File: config.mk
export PLATFORM = sky130hd
export DESIGN_NAME = wb_writer_flat
export DESIGN_NICKNAME = d
export VERILOG_FILES = /design/src/rtl/wb_writer_if.sv /design/src/rtl/wb_writer.sv /design/src/flat_wrapper.sv
export SDC_FILE = /design/constraint.sdc
export NUM_CORES = 1
export LEC_CHECK = 0
export CELL_PAD_IN_SITES_DETAIL_PLACEMENT = 0
export CELL_PAD_IN_SITES_GLOBAL_PLACEMENT = 1
export CORE_UTILIZATION = 38
export DETAILED_ROUTE_END_ITERATION = 8
export GPL_TIMING_DRIVEN = 0
export PLACE_DENSITY = 0.71
export SLEW_MARGIN = 0
export SYNTH_ARGS = -nofsm -noshare
export SYNTH_HDL_FRONTEND = slang
export SYNTH_SLANG_ARGS = --single-unit
File: constraint.sdc
create_clock -name clk -period 4.95 [get_ports clk]
set_input_delay 0.7425 -clock clk [delete_from_list [all_inputs] [get_ports clk]]
set_output_delay 0.7425 -clock clk [all_outputs]
set_load 0.02 [all_outputs]
File: src/rtl/wb_writer_if.sv
// Writeback bus between the ALU/load sources, wb_writer and the register file.
// The slave modport is the wb_writer side; the master modport is the source/consumer side.
interface wb_writer_if #(
  parameter int ADDRESS_WIDTH = 5,
  parameter int DATA_WIDTH    = 32,
  parameter int DEPTH         = 4
);
  logic                          alu_valid;
  logic [ADDRESS_WIDTH-1:0]      alu_rd;
  logic [DATA_WIDTH-1:0]         alu_data;
  logic                          ld_valid;
  logic                          ld_ready;
  logic [ADDRESS_WIDTH-1:0]      ld_rd;
  logic [DATA_WIDTH-1:0]         ld_data;
  logic                          wr_en;
  logic [ADDRESS_WIDTH-1:0]      wr_addr;
  logic [DATA_WIDTH-1:0]         wr_data;
  logic [(2**ADDRESS_WIDTH)-1:0] pending;
  logic [$clog2(DEPTH):0]        fifo_count;

  modport master (
    output alu_valid, alu_rd, alu_data, ld_valid, ld_rd, ld_data,
    input  ld_ready, wr_en, wr_addr, wr_data, pending, fifo_count
  );

  modport slave (
    input  alu_valid, alu_rd, alu_data, ld_valid, ld_rd, ld_data,
    output ld_ready, wr_en, wr_addr, wr_data, pending, fifo_count
  );
endinterface

File: src/rtl/wb_writer.sv
// Register-file write port arbiter: ALU results write immediately, loads queue in a FIFO.
// Optional macro WB_LOAD_BYPASS_EN lets a load skip an empty FIFO when the ALU is idle.
module wb_writer #(
  parameter int ADDRESS_WIDTH = 5,
  parameter int DATA_WIDTH    = 32,
  parameter int DEPTH         = 4
) (
  input  logic        clk,
  input  logic        rst_n,
  wb_writer_if.slave  bus
);
  localparam int PW   = $clog2(DEPTH);
  localparam int CW   = PW + 1;
  localparam int NREG = 2 ** ADDRESS_WIDTH;

  logic [DEPTH-1:0]         r_valid;
  logic [ADDRESS_WIDTH-1:0] r_rd   [DEPTH];
  logic [DATA_WIDTH-1:0]    r_data [DEPTH];
  logic [PW-1:0]            r_head;
  logic [PW-1:0]            r_tail;
  logic [CW-1:0]            r_count;

  logic                     r_wr_en;
  logic [ADDRESS_WIDTH-1:0] r_wr_addr;
  logic [DATA_WIDTH-1:0]    r_wr_data;

  logic                     w_alu_eff;
  logic                     w_empty;
  logic                     w_full;
  logic                     w_accept;
  logic                     w_bypass;
  logic                     w_pop;
  logic                     w_push;
  logic                     w_push_valid;
  logic [NREG-1:0]          w_pending;

  assign w_alu_eff    = bus.alu_valid && (bus.alu_rd != '0);
  assign w_empty      = (r_count == '0);
  assign w_full       = (r_count == CW'(DEPTH));
  assign w_accept     = bus.ld_valid && !w_full;
  assign w_pop        = !w_alu_eff && !w_empty;

`ifdef WB_LOAD_BYPASS_EN
  assign w_bypass     = w_accept && w_empty && !w_alu_eff && (bus.ld_rd != '0);
`else
  assign w_bypass     = 1'b0;
`endif

  assign w_push       = w_accept && (bus.ld_rd != '0) && !w_bypass;
  // A load colliding with a same-cycle ALU write to the same rd is older, so it lands dead.
  assign w_push_valid = !(w_alu_eff && (bus.alu_rd == bus.ld_rd));

  always_comb begin
    w_pending = '0;
    for (int i = 0; i < DEPTH; i++) begin
      if (r_valid[i]) begin
        w_pending[r_rd[i]] = 1'b1;
      end
    end
    w_pending[0] = 1'b0;
  end

  // Kill, pop and push never touch the same slot in one cycle: tail only equals head when
  // the FIFO is empty (no pop) or full (no push). Popped slots are cleared so pending stays exact.
  always_ff @(posedge clk or negedge rst_n) begin
    if (!rst_n) begin
      r_valid <= '0;
      r_head  <= '0;
      r_tail  <= '0;
      r_count <= '0;
      for (int i = 0; i < DEPTH; i++) begin
        r_rd[i]   <= '0;
        r_data[i] <= '0;
      end
    end else begin
      if (w_alu_eff) begin
        for (int i = 0; i < DEPTH; i++) begin
          if (r_rd[i] == bus.alu_rd) begin
            r_valid[i] <= 1'b0;
          end
        end
      end
      if (w_pop) begin
        r_valid[r_head] <= 1'b0;
        r_head          <= r_head + PW'(1);
      end
      if (w_push) begin
        r_valid[r_tail] <= w_push_valid;
        r_rd[r_tail]    <= bus.ld_rd;
        r_data[r_tail]  <= bus.ld_data;
        r_tail          <= r_tail + PW'(1);
      end
      r_count <= r_count + CW'(w_push) - CW'(w_pop);
    end
  end

  always_ff @(posedge clk or negedge rst_n) begin
    if (!rst_n) begin
      r_wr_en   <= 1'b0;
      r_wr_addr <= '0;
      r_wr_data <= '0;
    end else if (w_alu_eff) begin
      r_wr_en   <= 1'b1;
      r_wr_addr <= bus.alu_rd;
      r_wr_data <= bus.alu_data;
    end else if (w_pop) begin
      r_wr_en   <= r_valid[r_head];
      r_wr_addr <= r_rd[r_head];
      r_wr_data <= r_data[r_head];
    end else if (w_bypass) begin
      r_wr_en   <= 1'b1;
      r_wr_addr <= bus.ld_rd;
      r_wr_data <= bus.ld_data;
    end else begin
      r_wr_en   <= 1'b0;
    end
  end

  assign bus.ld_ready   = !w_full;
  assign bus.wr_en      = r_wr_en;
  assign bus.wr_addr    = r_wr_addr;
  assign bus.wr_data    = r_wr_data;
  assign bus.pending    = w_pending;
  assign bus.fifo_count = r_count;
endmodule

File: src/flat_wrapper.sv
// flat-port wrapper written by rule: the top's interface ports become plain ports
module wb_writer_flat 
#(
  parameter int ADDRESS_WIDTH = 5,
  parameter int DATA_WIDTH    = 32,
  parameter int DEPTH         = 4
)
  (clk, rst_n, bus_alu_valid, bus_alu_rd, bus_alu_data, bus_ld_valid, bus_ld_rd, bus_ld_data, bus_ld_ready, bus_wr_en, bus_wr_addr, bus_wr_data, bus_pending, bus_fifo_count);
  wb_writer_if #(.ADDRESS_WIDTH(ADDRESS_WIDTH), .DATA_WIDTH(DATA_WIDTH), .DEPTH(DEPTH)) bus_i ();
  input  logic clk;
  input  logic rst_n;
  input wire logic [$bits(bus_i.alu_valid)-1:0] bus_alu_valid;
  input wire logic [$bits(bus_i.alu_rd)-1:0] bus_alu_rd;
  input wire logic [$bits(bus_i.alu_data)-1:0] bus_alu_data;
  input wire logic [$bits(bus_i.ld_valid)-1:0] bus_ld_valid;
  input wire logic [$bits(bus_i.ld_rd)-1:0] bus_ld_rd;
  input wire logic [$bits(bus_i.ld_data)-1:0] bus_ld_data;
  output wire logic [$bits(bus_i.ld_ready)-1:0] bus_ld_ready;
  output wire logic [$bits(bus_i.wr_en)-1:0] bus_wr_en;
  output wire logic [$bits(bus_i.wr_addr)-1:0] bus_wr_addr;
  output wire logic [$bits(bus_i.wr_data)-1:0] bus_wr_data;
  output wire logic [$bits(bus_i.pending)-1:0] bus_pending;
  output wire logic [$bits(bus_i.fifo_count)-1:0] bus_fifo_count;
  assign bus_i.alu_valid = bus_alu_valid;
  assign bus_i.alu_rd = bus_alu_rd;
  assign bus_i.alu_data = bus_alu_data;
  assign bus_i.ld_valid = bus_ld_valid;
  assign bus_i.ld_rd = bus_ld_rd;
  assign bus_i.ld_data = bus_ld_data;
  assign bus_ld_ready = bus_i.ld_ready;
  assign bus_wr_en = bus_i.wr_en;
  assign bus_wr_addr = bus_i.wr_addr;
  assign bus_wr_data = bus_i.wr_data;
  assign bus_pending = bus_i.pending;
  assign bus_fifo_count = bus_i.fifo_count;
  wb_writer #(.ADDRESS_WIDTH(ADDRESS_WIDTH), .DATA_WIDTH(DATA_WIDTH), .DEPTH(DEPTH)) u_core (.clk(clk), .rst_n(rst_n), .bus(bus_i));
endmodule
Word-level counts from Yosys, hierarchy flattened
Cells that the tools add are included.
{"block": "word_totals", "register_bits": 197, "in_bits": 78, "output_inout_bits": 74, "elab_cells": 111}
{"block": "op_classes", "n_addsub": 4, "magnitude_cmp": 15, "eq_ne": 6, "n_mux": 44, "bitwise": 7, "reduce_logical": 20}
{"operator": "two-way mux 32 bit", "count": 9}
{"operator": "bitwise mux 128 bit", "count": 1}
{"operator": "bitwise OR 32 bit", "count": 3}
{"operator": "binary-select mux 32 bit (select 2 bit)", "count": 1}
{"operator": "demux 32 bit (select 2 bit)", "count": 1}
{"operator": "== test 5 bit", "count": 5}
{"operator": "two-way mux 5 bit", "count": 5}
{"operator": "less-than comparator 5 x 6 -> 1 bit (second input constant)", "count": 4}
{"operator": "bitwise mux 20 bit", "count": 1}
{"operator": "demux 1 bit (select 5 bit)", "count": 4}
{"operator": "greater-or-equal comparator 5 x 1 -> 1 bit (second input constant)", "count": 4}
{"operator": "two-way mux 1 bit", "count": 13}
{"operator": "logical AND 1 bit", "count": 12}
{"operator": "two-way mux 4 bit", "count": 3}
{"operator": "binary-select mux 5 bit (select 2 bit)", "count": 1}
{"operator": "demux 5 bit (select 2 bit)", "count": 1}
{"operator": "nonzero test 5 bit", "count": 2}
{"operator": "greater-or-equal comparator 3 bit (second input constant)", "count": 2}
{"operator": "less-than comparator 2 x 3 -> 1 bit (second input constant)", "count": 2}
{"operator": "NOT 2 -> 3 bit", "count": 2}
{"operator": "adder 2 x 1 -> 2 bit (second input constant)", "count": 2}
{"operator": "AND 4 bit", "count": 1}
{"operator": "bitwise mux 4 bit", "count": 1}
{"operator": "demux 1 bit (select 2 bit)", "count": 2}
{"operator": "other kinds (10)", "count": 14}

Depth between registers and ports, before layout
Gate-level depths: netlist of run 1.
{"block": "logic_depth", "depth_word": 11, "mapped_depth": 11, "depth_no_buf": 9}

Least setup slack after synthesis of run 1
OpenSTA, ideal clock, no wires.
{"block": "synth_timing", "path_type": "in2reg", "start": "in bus_alu_rd[3]", "end": "reg u_core.r_count[2] (netlist: u_core.bus.fifo_count[2])", "setup_time_ps": 130, "arrival_time_ps": 2660, "required_time_ps": 4820, "path_slack_ps": 2160, "cell_stages": 10, "path_buffers": 1, "path_cell_list": "buf_4 or4_4 o21ai_4 nand2_1 mux2i_1 ha_1 inv_1 fa_1 xnor2_1 xnor2_1"}
{"block": "synth_between", "elab_chain_len": 5}
{"item": "start, declared", "line": "flat_wrapper.sv:13", "rtl": "input wire logic [$bits(bus_i.alu_rd)-1:0] bus_alu_rd;"}
{"item": "nonzero test 5 bit", "line": "wb_writer.sv:37", "rtl": "assign w_alu_eff = bus.alu_valid && (bus.alu_rd != '0);"}
{"item": "logical AND 1 bit", "line": "wb_writer.sv:37"}
{"item": "zero test 1 bit", "line": "wb_writer.sv:41", "rtl": "assign w_pop = !w_alu_eff && !w_empty;"}
{"item": "logical AND 1 bit", "line": "wb_writer.sv:41"}
{"item": "subtractor 3 x 1 -> 3 bit", "line": "wb_writer.sv:93", "rtl": "r_count <= r_count + CW'(w_push) - CW'(w_pop);"}
{"item": "end signal, assigned", "line": "wb_writer.sv:93"}
{"item": "end, declared", "line": "wb_writer.sv:21", "rtl": "logic [CW-1:0] r_count;"}
Every way passes these cells.
A chain may end at the register's enable or synchronous reset.

Final worst setup path of run 1
{"block": "layout_timing", "start": "reg u_core.r_rd[15] (netlist bit)", "end": "out bus_pending[4]"}
{"block": "layout_between", "elab_chain_len": 11, "word_cells_on_any_way": 12, "classes_between": "2 x order compare; 6 x mux; 3 x bitwise; 1 x reduce/logical"}
{"item": "start, declared", "line": "wb_writer.sv:17", "rtl": "logic [ADDRESS_WIDTH-1:0] r_rd [DEPTH];"}
{"item": "start signal, assigned by index", "line": "wb_writer.sv:89", "rtl": "r_rd[r_tail] <= bus.ld_rd;"}
{"item": "less-than comparator 5 x 6 -> 1 bit (implied by the code) or greater-or-equal comparator 5 x 1 -> 1 bit (tied branches)", "line": "wb_writer.sv:57", "rtl": "w_pending[r_rd[i]] = 1'b1;"}
{"item": "logical AND 1 bit (implied by the code)", "line": "wb_writer.sv:57"}
{"item": "two-way mux 1 bit (implied by the code)", "line": "wb_writer.sv:57"}
{"item": "demux 1 bit (select 5 bit) (*)"}
{"item": "two-way mux 32 bit (*)", "line": "wb_writer.sv:56", "rtl": "if (r_valid[i]) begin"}
{"item": "bitwise OR 32 bit (no source line)"}
{"item": "two-way mux 32 bit (*)", "line": "wb_writer.sv:56"}
{"item": "bitwise OR 32 bit (no source line)"}
{"item": "two-way mux 32 bit (*)", "line": "wb_writer.sv:56"}
{"item": "bitwise OR 32 bit (no source line)"}
{"item": "two-way mux 32 bit (*)", "line": "wb_writer.sv:56"}
{"item": "end, declared", "line": "flat_wrapper.sv:22", "rtl": "output wire logic [$bits(bus_i.pending)-1:0] bus_pending;"}
Mark *: on every way between the ends. The rest lies on a longest branch, timed or not.

==> results.txt, run 1 <==
----------------------------------------------------
[Timing]
  Transition time at the pin with the least slew margin ... 1.20 ns
  Minimum clock period ... 3.72 ns
  Maximum operating frequency ... 269 MHz
  Unrepaired setup endpoints after global routing ... no
  Remaining max-slew budget at the tightest pin ... 20.0%
  Final critical-path share of the clock period ... 75.1%
  Max Transition Viols Final ... 0
  Final setup vio count ... 0
  Clock skew ... 0.0180 ns
  Final hold vios ... 0

[Yosys]
  Cell Area, Synth ... 10100 sq um
  Synthesized netlist cell count ... 775
  Number of synthesized flops with an enable pin ... 0
  Syn nets ... 863
  Post-synth cell types ... 44
  Top-area cell type share of the netlist area ... 48.6%
  Dominant register cell in the synthesized netlist ... sky130_fd_sc_hd__dfrtp_1
  Total of flip-flops plus latches after synthesis ... 197
  Avg Synthesized Cell Area ... 13.1 sq um
  Most area-consuming cells after synthesis ... sky130_fd_sc_hd__dfrtp_1, sky130_fd_sc_hd__mux2_2, sky130_fd_sc_hd__mux4_2, sky130_fd_sc_hd__mux2i_1, sky130_fd_sc_hd__a21oi_1
  Share of synthesized registers carrying an async set or reset ... 100%
  Most area-hungry cell type in the Yosys netlist ... sky130_fd_sc_hd__dfrtp_1
  Total number of yosys warnings ... 0
  Register area share after synthesis ... 48.6%

[Finish]
  Growth of design area from synthesis to finish ... 24.6%
  Fraction of final layout cells with drive strength greater than 1 ... 27.0%
  Count of inserted antenna diode cells ... 0
  Finished Layout Cells ... 1288
  Layout Utilization ... 48.4%
  Net count of the finished layout ... 1028
  Area of the multi-input gates ... 4800 sq um
  Filler Cell Count ... 2396
  Footprint of the flip-flops and latches ... 4930 sq um

[Setup path]
  CP arrival ... 2.98 ns
  Path depth of the worst reg2reg path ... 6
  Buf/Inv on CP ... 1
  Largest driver fanout on the critical path ... 7
  CP Cell Sequence ... nor3b_1 -> a22oi_1 -> o221ai_1 -> clkdlybuf4s50_1
  Kind of end point of the critical path ... output pin
  Delay contributed by the slowest stage of the critical path ... 0.99 ns
  Critical R2R Capture ... u_core.r_valid[1]
  Highest-delay cell along the critical path ... sky130_fd_sc_hd__nor3b_1
  Worst Setup Path Type ... flop to output pin
  Top delay family on crit path ... simple AND/OR/NAND/NOR gates
  R2R Path Start ... u_core.r_head[1]
  Required time of the worst setup path ... 4.21 ns
  Register-to-Register Setup Slack ... 2.65 ns
  Startpoint types ... flop

[Worst hold path]
  Type of the worst min-delay path ... input port to async pin

[Routing]
  Average vias per placed instance ... 5.43
  Antenna Violating Nets Remaining ... 0
  Post-detailed-route DRC marker count ... 23
  Via count ... 6998
  TritonRoute pass-1 iters ... 9
  Starting DRC count in detailed routing ... 576
  Final Routed Wirelength ... 26300 microns
  Mean routed wirelength per cell ... 20.4 microns

[Clock network]
  Setup Buffers After CTS ... 0
  Clock network latency to the later pin of the worst-skew pair ... 0.44 ns
  CTS sink cnt ... 197
  Number of buffers between clock root and the deepest sink ... 2
  Register clock-pin slew on the reported worst setup and hold paths ... 0.08 ns
  Clock buffer count from CTS ... 17
  CTS tree ... yes
  Post-CTS resize count ... 0
  Root buffer cell ... sky130_fd_sc_hd__clkbuf_16
  Hold-fix buffers, CTS ... 0
  # H-tree levels ... 4

[GRT]
  Global route overflow ... 0
  Via count of the first global-routing pass ... 7169
  Initial antenna violation count ... 0
  Overall routing resource usage ... 20.3%
  Global-route wire length before repair ... 41400 microns
  Maximum number of pins on one net before global-route repair ... 118

[Power]
  PwrDens ... 660 nW/um^2
  Power, Total ... 0.00835 W
  Leak Pwr ... 5.20 nW
  Maximum vdd drop ... 0.304 mV

[Status]
  Status ... finished with violations
  Violations in the final reports ... DRC

[Die]
  Initial core utilization ... 38.8%
  Die width ... 165 microns
  Area of the die ... 27300 sq um
  Core area ... 26100 sq um
  Number of placement rows ... 59
  Num ports ... 152
  Height of the die ... 165 microns

[Placement]
  Inst Count DP ... 1256
  Final HPWL DP ... 18000 microns
  Port-buffer cells ... 145
  Placer's final routability congestion estimate ... 0.861

[Run]
  Reported max-cap violation count ... 0

----------------------------------------------------
## placed cells by master (no fill, tap or decap), types with 5 or more instances in the layout
cell	synthesis	routed
sky130_fd_sc_hd__nand3b_1	10	10
sky130_fd_sc_hd__mux2i_1	36	36
sky130_fd_sc_hd__dfrtp_1	197	197
sky130_fd_sc_hd__and3_1	8	8
sky130_fd_sc_hd__buf_4	6	6
sky130_fd_sc_hd__clkdlybuf4s50_1	0	144
sky130_fd_sc_hd__mux2_1	14	14
sky130_fd_sc_hd__ha_1	9	9
sky130_fd_sc_hd__or3b_2	5	5
sky130_fd_sc_hd__nand2_1	23	23
sky130_fd_sc_hd__o22ai_1	17	17
sky130_fd_sc_hd__a221o_1	17	17
sky130_fd_sc_hd__a21oi_1	35	35
sky130_fd_sc_hd__xor2_1	10	10
sky130_fd_sc_hd__mux2_2	137	137
sky130_fd_sc_hd__o221ai_1	13	13
sky130_fd_sc_hd__buf_6	12	12
sky130_fd_sc_hd__buf_2	21	21
sky130_fd_sc_hd__mux4_2	38	38
sky130_fd_sc_hd__xnor2_1	19	19
sky130_fd_sc_hd__nor4_1	5	5
sky130_fd_sc_hd__clkbuf_1	25	26
sky130_fd_sc_hd__inv_1	9	9
sky130_fd_sc_hd__nor2_1	45	45
sky130_fd_sc_hd__nor3b_1	8	8
sky130_fd_sc_hd__a22oi_1	13	13
sky130_fd_sc_hd__nand3_1	9	9
sky130_fd_sc_hd__clkbuf_16	0	17
## state kept, by name (all words and copies together) (netlist names)
| signal | count |
|---|---|
| u_core.r_rd | 20 |
| u_core.bus.wr_en | 1 |
| u_core.r_head | 2 |
| u_core.bus.fifo_count | 3 |
| u_core.bus.wr_addr | 5 |
| u_core.r_data | 128 |
| u_core.bus.wr_data | 32 |
| u_core.r_valid | 4 |
| u_core.r_tail | 2 |
## power by group
group | total (W) | leakage, nW | switching (W) | internal (W)
combinational | 0.00406 | 2.59 | 0.00192 | 0.00214
sequential | 0.00290 | 2.33 | 0.000469 | 0.00243
clock | 0.00139 | 0.287 | 0.000668 | 0.000719
total | 0.00835 | 5.20 | 0.00306 | 0.00529
## metal layers
| metal | track usage, % | vias up | routed length [microns] |
|---|---|---|---|
| li1 | - | 3207 | - |
| met1 | 28.6 | 3536 | 12100 |
| met2 | 31.6 | 226 | 12400 |
| met3 | 3.85 | 29 | 1430 |
| met4 | 6.53 | 0 | 401 |
| met5 | 0 | - | 0 |
## cell usage after synthesis (2+ instances only)
library cell	count
sky130_fd_sc_hd__dfrtp_1	197
sky130_fd_sc_hd__mux2_2	137
sky130_fd_sc_hd__nor2_1	45
sky130_fd_sc_hd__mux4_2	38
sky130_fd_sc_hd__mux2i_1	36
sky130_fd_sc_hd__a21oi_1	35
sky130_fd_sc_hd__clkbuf_1	25
sky130_fd_sc_hd__nand2_1	23
sky130_fd_sc_hd__buf_2	21
sky130_fd_sc_hd__xnor2_1	19
sky130_fd_sc_hd__a221o_1	17
sky130_fd_sc_hd__o22ai_1	17
sky130_fd_sc_hd__mux2_1	14
sky130_fd_sc_hd__a22oi_1	13
sky130_fd_sc_hd__o221ai_1	13
sky130_fd_sc_hd__buf_6	12
sky130_fd_sc_hd__nand3b_1	10
sky130_fd_sc_hd__xor2_1	10
sky130_fd_sc_hd__ha_1	9
sky130_fd_sc_hd__inv_1	9
sky130_fd_sc_hd__nand3_1	9
sky130_fd_sc_hd__and3_1	8
sky130_fd_sc_hd__nor3b_1	8
sky130_fd_sc_hd__buf_4	6
sky130_fd_sc_hd__nor4_1	5
sky130_fd_sc_hd__or3b_2	5
sky130_fd_sc_hd__a211oi_1	4
sky130_fd_sc_hd__and3b_1	4
sky130_fd_sc_hd__nand2b_1	4
sky130_fd_sc_hd__o32ai_1	4
sky130_fd_sc_hd__or3_1	3
sky130_fd_sc_hd__a22o_1	2
sky130_fd_sc_hd__nor3_1	2
## metrics by stage
step	cell area, sq um	worst slack, ns	hold WS [ns]	setup TNS (ns)
after floorplan	10100	2.16	0.447	0
after global placement	12000	-5.43	0.463	-1066.46
after detailed placement	12000	1.72	0.469	0
after CTS	12600	1.38	0.293	0
after global routing	12600	1.14	0.308	0
final	12600	1.23	0.261	0
## cells by family after synthesis
kind of cell               count (synthesis)  share of synthesized area, %
and+or+nand+nor                          129                          6.85
muxes                                    225                          28.8
buffers and inverters                     74                          4.11
DFF                                      197                          48.6
other                                      1                        0.0370
xor gates and xnor gates                  29                          2.50
AOI/OAI and AO/OA                        110                          7.83
adders and majority gates                 10                          1.31
## how the worst max path moves through the flow
| stage | cells after the start | to | slack, ns | startpoint |
|---|---|---|---|---|
| after floorplan | 10 | u_core.bus.fifo_count[2] | 2.16 | bus_alu_rd[3] |
| after global placement | 1 | u_core.r_data[39] | -5.43 | rst_n |
| after detailed placement | 8 | u_core.bus.fifo_count[2] | 1.72 | bus_ld_rd[0] |
| after CTS | 4 | bus_pending[4] | 1.38 | u_core.r_rd[15] |
| after global routing | 4 | bus_pending[28] | 1.14 | u_core.r_rd[15] |
| final | 4 | bus_pending[4] | 1.23 | u_core.r_rd[15] |
## cell type report
class                      count  share of cell area, %
sequential                   197                   39.0
multi-input combinational    504                   37.9
buffer                        65                   3.03
clock buffer                  18                   3.40
inverter                       9                  0.267
timing repair buffer         146                   11.7
clock inverter                14                   1.32
tap                          335                   3.32
## worst reg2reg max path, delay by kind of cell, from the launching register on
family	cells	cell delay [ns]
adders and majority gates	1	0.21
DFF	1	0.49
and+or+nand+nor	1	0.14
AOI/OAI and AO/OA	1	0.26
buffers and inverters	3	1.10
(Power assumes the default switching activity.)
==> inputs of run 2 (changes only) <==
--- a/config.mk
+++ b/config.mk
@@ -10,7 +10,7 @@
 export CORE_UTILIZATION = 38
 export DETAILED_ROUTE_END_ITERATION = 8
 export GPL_TIMING_DRIVEN = 0
-export PLACE_DENSITY = 0.71
+export PLACE_DENSITY = 0.74
 export SLEW_MARGIN = 0
 export SYNTH_ARGS = -nofsm -noshare
 export SYNTH_HDL_FRONTEND = slang
==> constraint.sdc (replaced) <==
create_clock -name clk -period 3.2 [get_ports clk]
set_input_delay 0.48 -clock clk [delete_from_list [all_inputs] [get_ports clk]]
set_output_delay 0.48 -clock clk [all_outputs]
set_load 0.02 [all_outputs]
==> run 2 against run 1 <==
The flow still finishes with violations (DRC). Wire length fell by 1.3%. Count of clock-buffer cells in the layout rose by 1. Critical path depth rose by 1. Clock skew fell by 0.0031 ns. Utilization fell by 0.081 points. Largest cell class unchanged.
==> results.txt, run 2 (synthesis results as in run 1) <==
----------------------------------------------------
[Die]
  Number of placement rows ... 59 (unchanged)
  Height of the die ... 165 microns (unchanged)
  Initial core utilization ... 38.8% (unchanged)
  Num ports ... 152 (unchanged)
  Core area ... 26100 sq um (unchanged)
  Area of the die ... 27300 sq um (unchanged)
  Die width ... 165 microns (unchanged)

[Setup path]
  Critical path startpoint ... u_core.r_rd[18] (was u_core.r_rd[15])
  R2R Path Start ... u_core.r_head[1] (unchanged)
  Startpoint types ... flop (unchanged)
  Critical R2R Capture ... u_core.r_head[1] (was u_core.r_valid[1])
  Worst Setup Path Type ... flop to output pin (unchanged)
  Kind of end point of the critical path ... output pin (unchanged)
  Register-to-Register Setup Slack ... 0.92 ns (was 2.65 ns)
  Required time of the worst setup path ... 2.72 ns (was 4.21 ns)
  Path depth of the worst reg2reg path ... 5 (was 6)
  Largest driver fanout on the critical path ... 10 (was 7)
  CP arrival ... 2.66 ns (was 2.98 ns)

[Finish]
  Max FFs per register ... 128 (unchanged)
  Commonest cells after routing, fill and taps aside ... sky130_fd_sc_hd__dfrtp_1, sky130_fd_sc_hd__clkdlybuf4s50_1, sky130_fd_sc_hd__mux2_2, sky130_fd_sc_hd__nor2_1, sky130_fd_sc_hd__mux4_2 (unchanged)
  Net count of the finished layout ... 1025 (was 1028)
  Fraction of final layout cells with drive strength greater than 1 ... 27.3% (was 27.0%)
  Most common library cell in the layout ignoring fill and taps ... sky130_fd_sc_hd__dfrtp_1 (unchanged)
  Count of inserted antenna diode cells ... 0 (unchanged)
  Filler Cell Count ... 2423 (was 2396)
  Largest reg by FF count ... u_core.r_data (unchanged)
  Growth of design area from synthesis to finish ... 24.4% (was 24.6%)

[Timing]
  Final setup vio count ... 0 (unchanged)
  Total Negative Setup Slacks ... 0 ns (unchanged)
  Maximum operating frequency ... 318 MHz
  Unrepaired setup endpoints after global routing ... yes (was no)
  Max Transition Viols Final ... 0 (unchanged)
  Minimum clock period ... 3.14 ns
  Final critical-path share of the clock period ... 98.2%
  Final hold vios ... 0 (unchanged)
  Worst setup margin ... 0.0591 ns (was 1.23 ns)
  Transition time at the pin with the least slew margin ... 0.866 ns (was 1.20 ns)
  Remaining max-slew budget at the tightest pin ... 42.3% (was 20.0%)
  Clock skew ... 0.0150 ns (was 0.0180 ns)

[Power]
  Sequential share of power ... 35.5% (was 34.7%)
  Switching power ... 0.00471 W (was 0.00306 W)
  Combinational power share ... 48.4% (was 48.6%)
  Maximum vdd drop ... 0.448 mV (was 0.304 mV)
  PwrDens ... 1020 nW/um^2 (was 660 nW/um^2)
  Leak Pwr ... 5.23 nW (was 5.20 nW)
  Internal power ... 0.00811 W (was 0.00529 W)
  Switching portion of total power ... 36.7% (was 36.6%)
  Relative contribution of the clock network to total power ... 16.2% (was 16.6%)

[Clock network]
  CTS tree ... yes (unchanged)
  Register clock-pin slew on the reported worst setup and hold paths ... 0.08 ns (about the same)
  Hold-fix buffers, CTS ... 0 (unchanged)
  Clock buffer count from CTS ... 17 (unchanged)
  Clock network latency to the later pin of the worst-skew pair ... 0.44 ns (about the same)
  # H-tree levels ... 4 (unchanged)
  Number of buffers between clock root and the deepest sink ... 2 (unchanged)
  Root buffer cell ... sky130_fd_sc_hd__clkbuf_16 (unchanged)
  CTS sink cnt ... 197 (unchanged)
  Setup Buffers After CTS ... 0 (unchanged)

[Routing]
  Final Routed Wirelength ... 25900 microns (was 26300 microns)
  Antenna Violating Nets Remaining ... 0 (unchanged)
  Starting DRC count in detailed routing ... 515 (was 576)
  TritonRoute pass-1 iters ... 7 (was 9)
  Post-detailed-route DRC marker count ... 18 (was 23)
  Average vias per placed instance ... 5.42 (was 5.43)
  Via count ... 6964 (was 6998)
  Mean routed wirelength per cell ... 20.2 microns (was 20.4 microns)

[GRT]
  Global-route wire length before repair ... 40700 microns (was 41400 microns)
  Global route overflow ... 0 (unchanged)
  Overall routing resource usage ... 19.8% (was 20.3%)
  Via count of the first global-routing pass ... 7207 (was 7169)
  Initial antenna violation count ... 0 (unchanged)
  Maximum number of pins on one net before global-route repair ... 105 (was 118)

[Run]
  Reported max-cap violation count ... 0 (unchanged)

[Placement]
  Port-buffer cells ... 145 (unchanged)
  Place WS ... 0.260 ns (was 1.72 ns)
  Final HPWL DP ... 18100 microns (was 18000 microns)
  Placer's final routability congestion estimate ... 0.814 (was 0.861)

[Worst hold path]
  Type of the worst min-delay path ... input port to async pin (unchanged)

[Status]
  Status ... finished with violations (unchanged)
  Violations in the final reports ... DRC (unchanged)

----------------------------------------------------
==> run 2: cell type report <==
| class | instances | area [sq um] | share of cell area (%) |
|---|---|---|---|
| sequential | 197 | 4930 | 39.1 |
| multi-input combinational | 504 | 4810 | 38.1 |
| timing repair buffer | 146 | 1490 | 11.8 |
| clock buffer | 19 | 433 | 3.43 |
| tap | 335 | 419 | 3.32 |
| buffer | 62 | 372 | 2.94 |
| clock inverter | 13 | 133 | 1.05 |
| inverter | 9 | 33.8 | 0.268 |
==> run 2: timing repair <==
| item | CTS | global route |
|---|---|---|
| setup endpoints to repair | 0 | 15 |
| hold endpoints to repair | 0 | 0 |
| gates resized for setup | 0 | 5 |
==> run 2: through the flow <==
step	instance area, sq um	cells	util [%]	power, W	hold WS [ns]
CTS	12600	1288	48.3	0.0129	0.0769
global route	12600	1285	48.3	0.0137	0.0973
global placement	12000	1255	46.0	0.0107	0.463
detailed placement	12000	1256	46.1	0.0108	0.469
finish	12600	1285	48.3	0.0128	0.0282
floorplan	10100	775	-	0.00877	0.184
==> run 2: layer usage <==
metal,vias up,track usage [%],routed length [microns]
met5,-,0,0
met4,0,5.83,250
met3,17,2.87,1200
met2,215,31.5,12400
met1,3526,28.2,12000
li1,3206,-,-
==> run 2: worst max path at each step <==
| stage | endpoint | cells after the start |
|---|---|---|
| after global placement | u_core.r_data[40] | 1 |
| after CTS | bus_pending[28] | 4 |
| after floorplan | u_core.bus.fifo_count[2] | 10 |
| final | bus_pending[10] | 5 |
| after global routing | bus_pending[5] | 5 |
| after detailed placement | u_core.bus.fifo_count[2] | 8 |
==> run 2: power by group through the flow <==
stage / Combinational [W] / Clock, W / Sequential, W
after global routing: 0.00671 / 0.00221 / 0.00473
final: 0.00620 / 0.00207 / 0.00455
after CTS: 0.00630 / 0.00212 / 0.00451
after global placement: 0.00619 / 0 / 0.00453
after floorplan: 0.00414 / 0 / 0.00463
after detailed placement: 0.00628 / 0 / 0.00456
==> run 2: critical path: stages, from the launching register on <==
cell and delay [ns]:
sky130_fd_sc_hd__dfrtp_1 0.34, sky130_fd_sc_hd__clkbuf_1 0.44, sky130_fd_sc_hd__nor3b_1 0.50, sky130_fd_sc_hd__a22oi_1 0.17, sky130_fd_sc_hd__o221ai_1 0.12, sky130_fd_sc_hd__clkdlybuf4s50_1 0.66
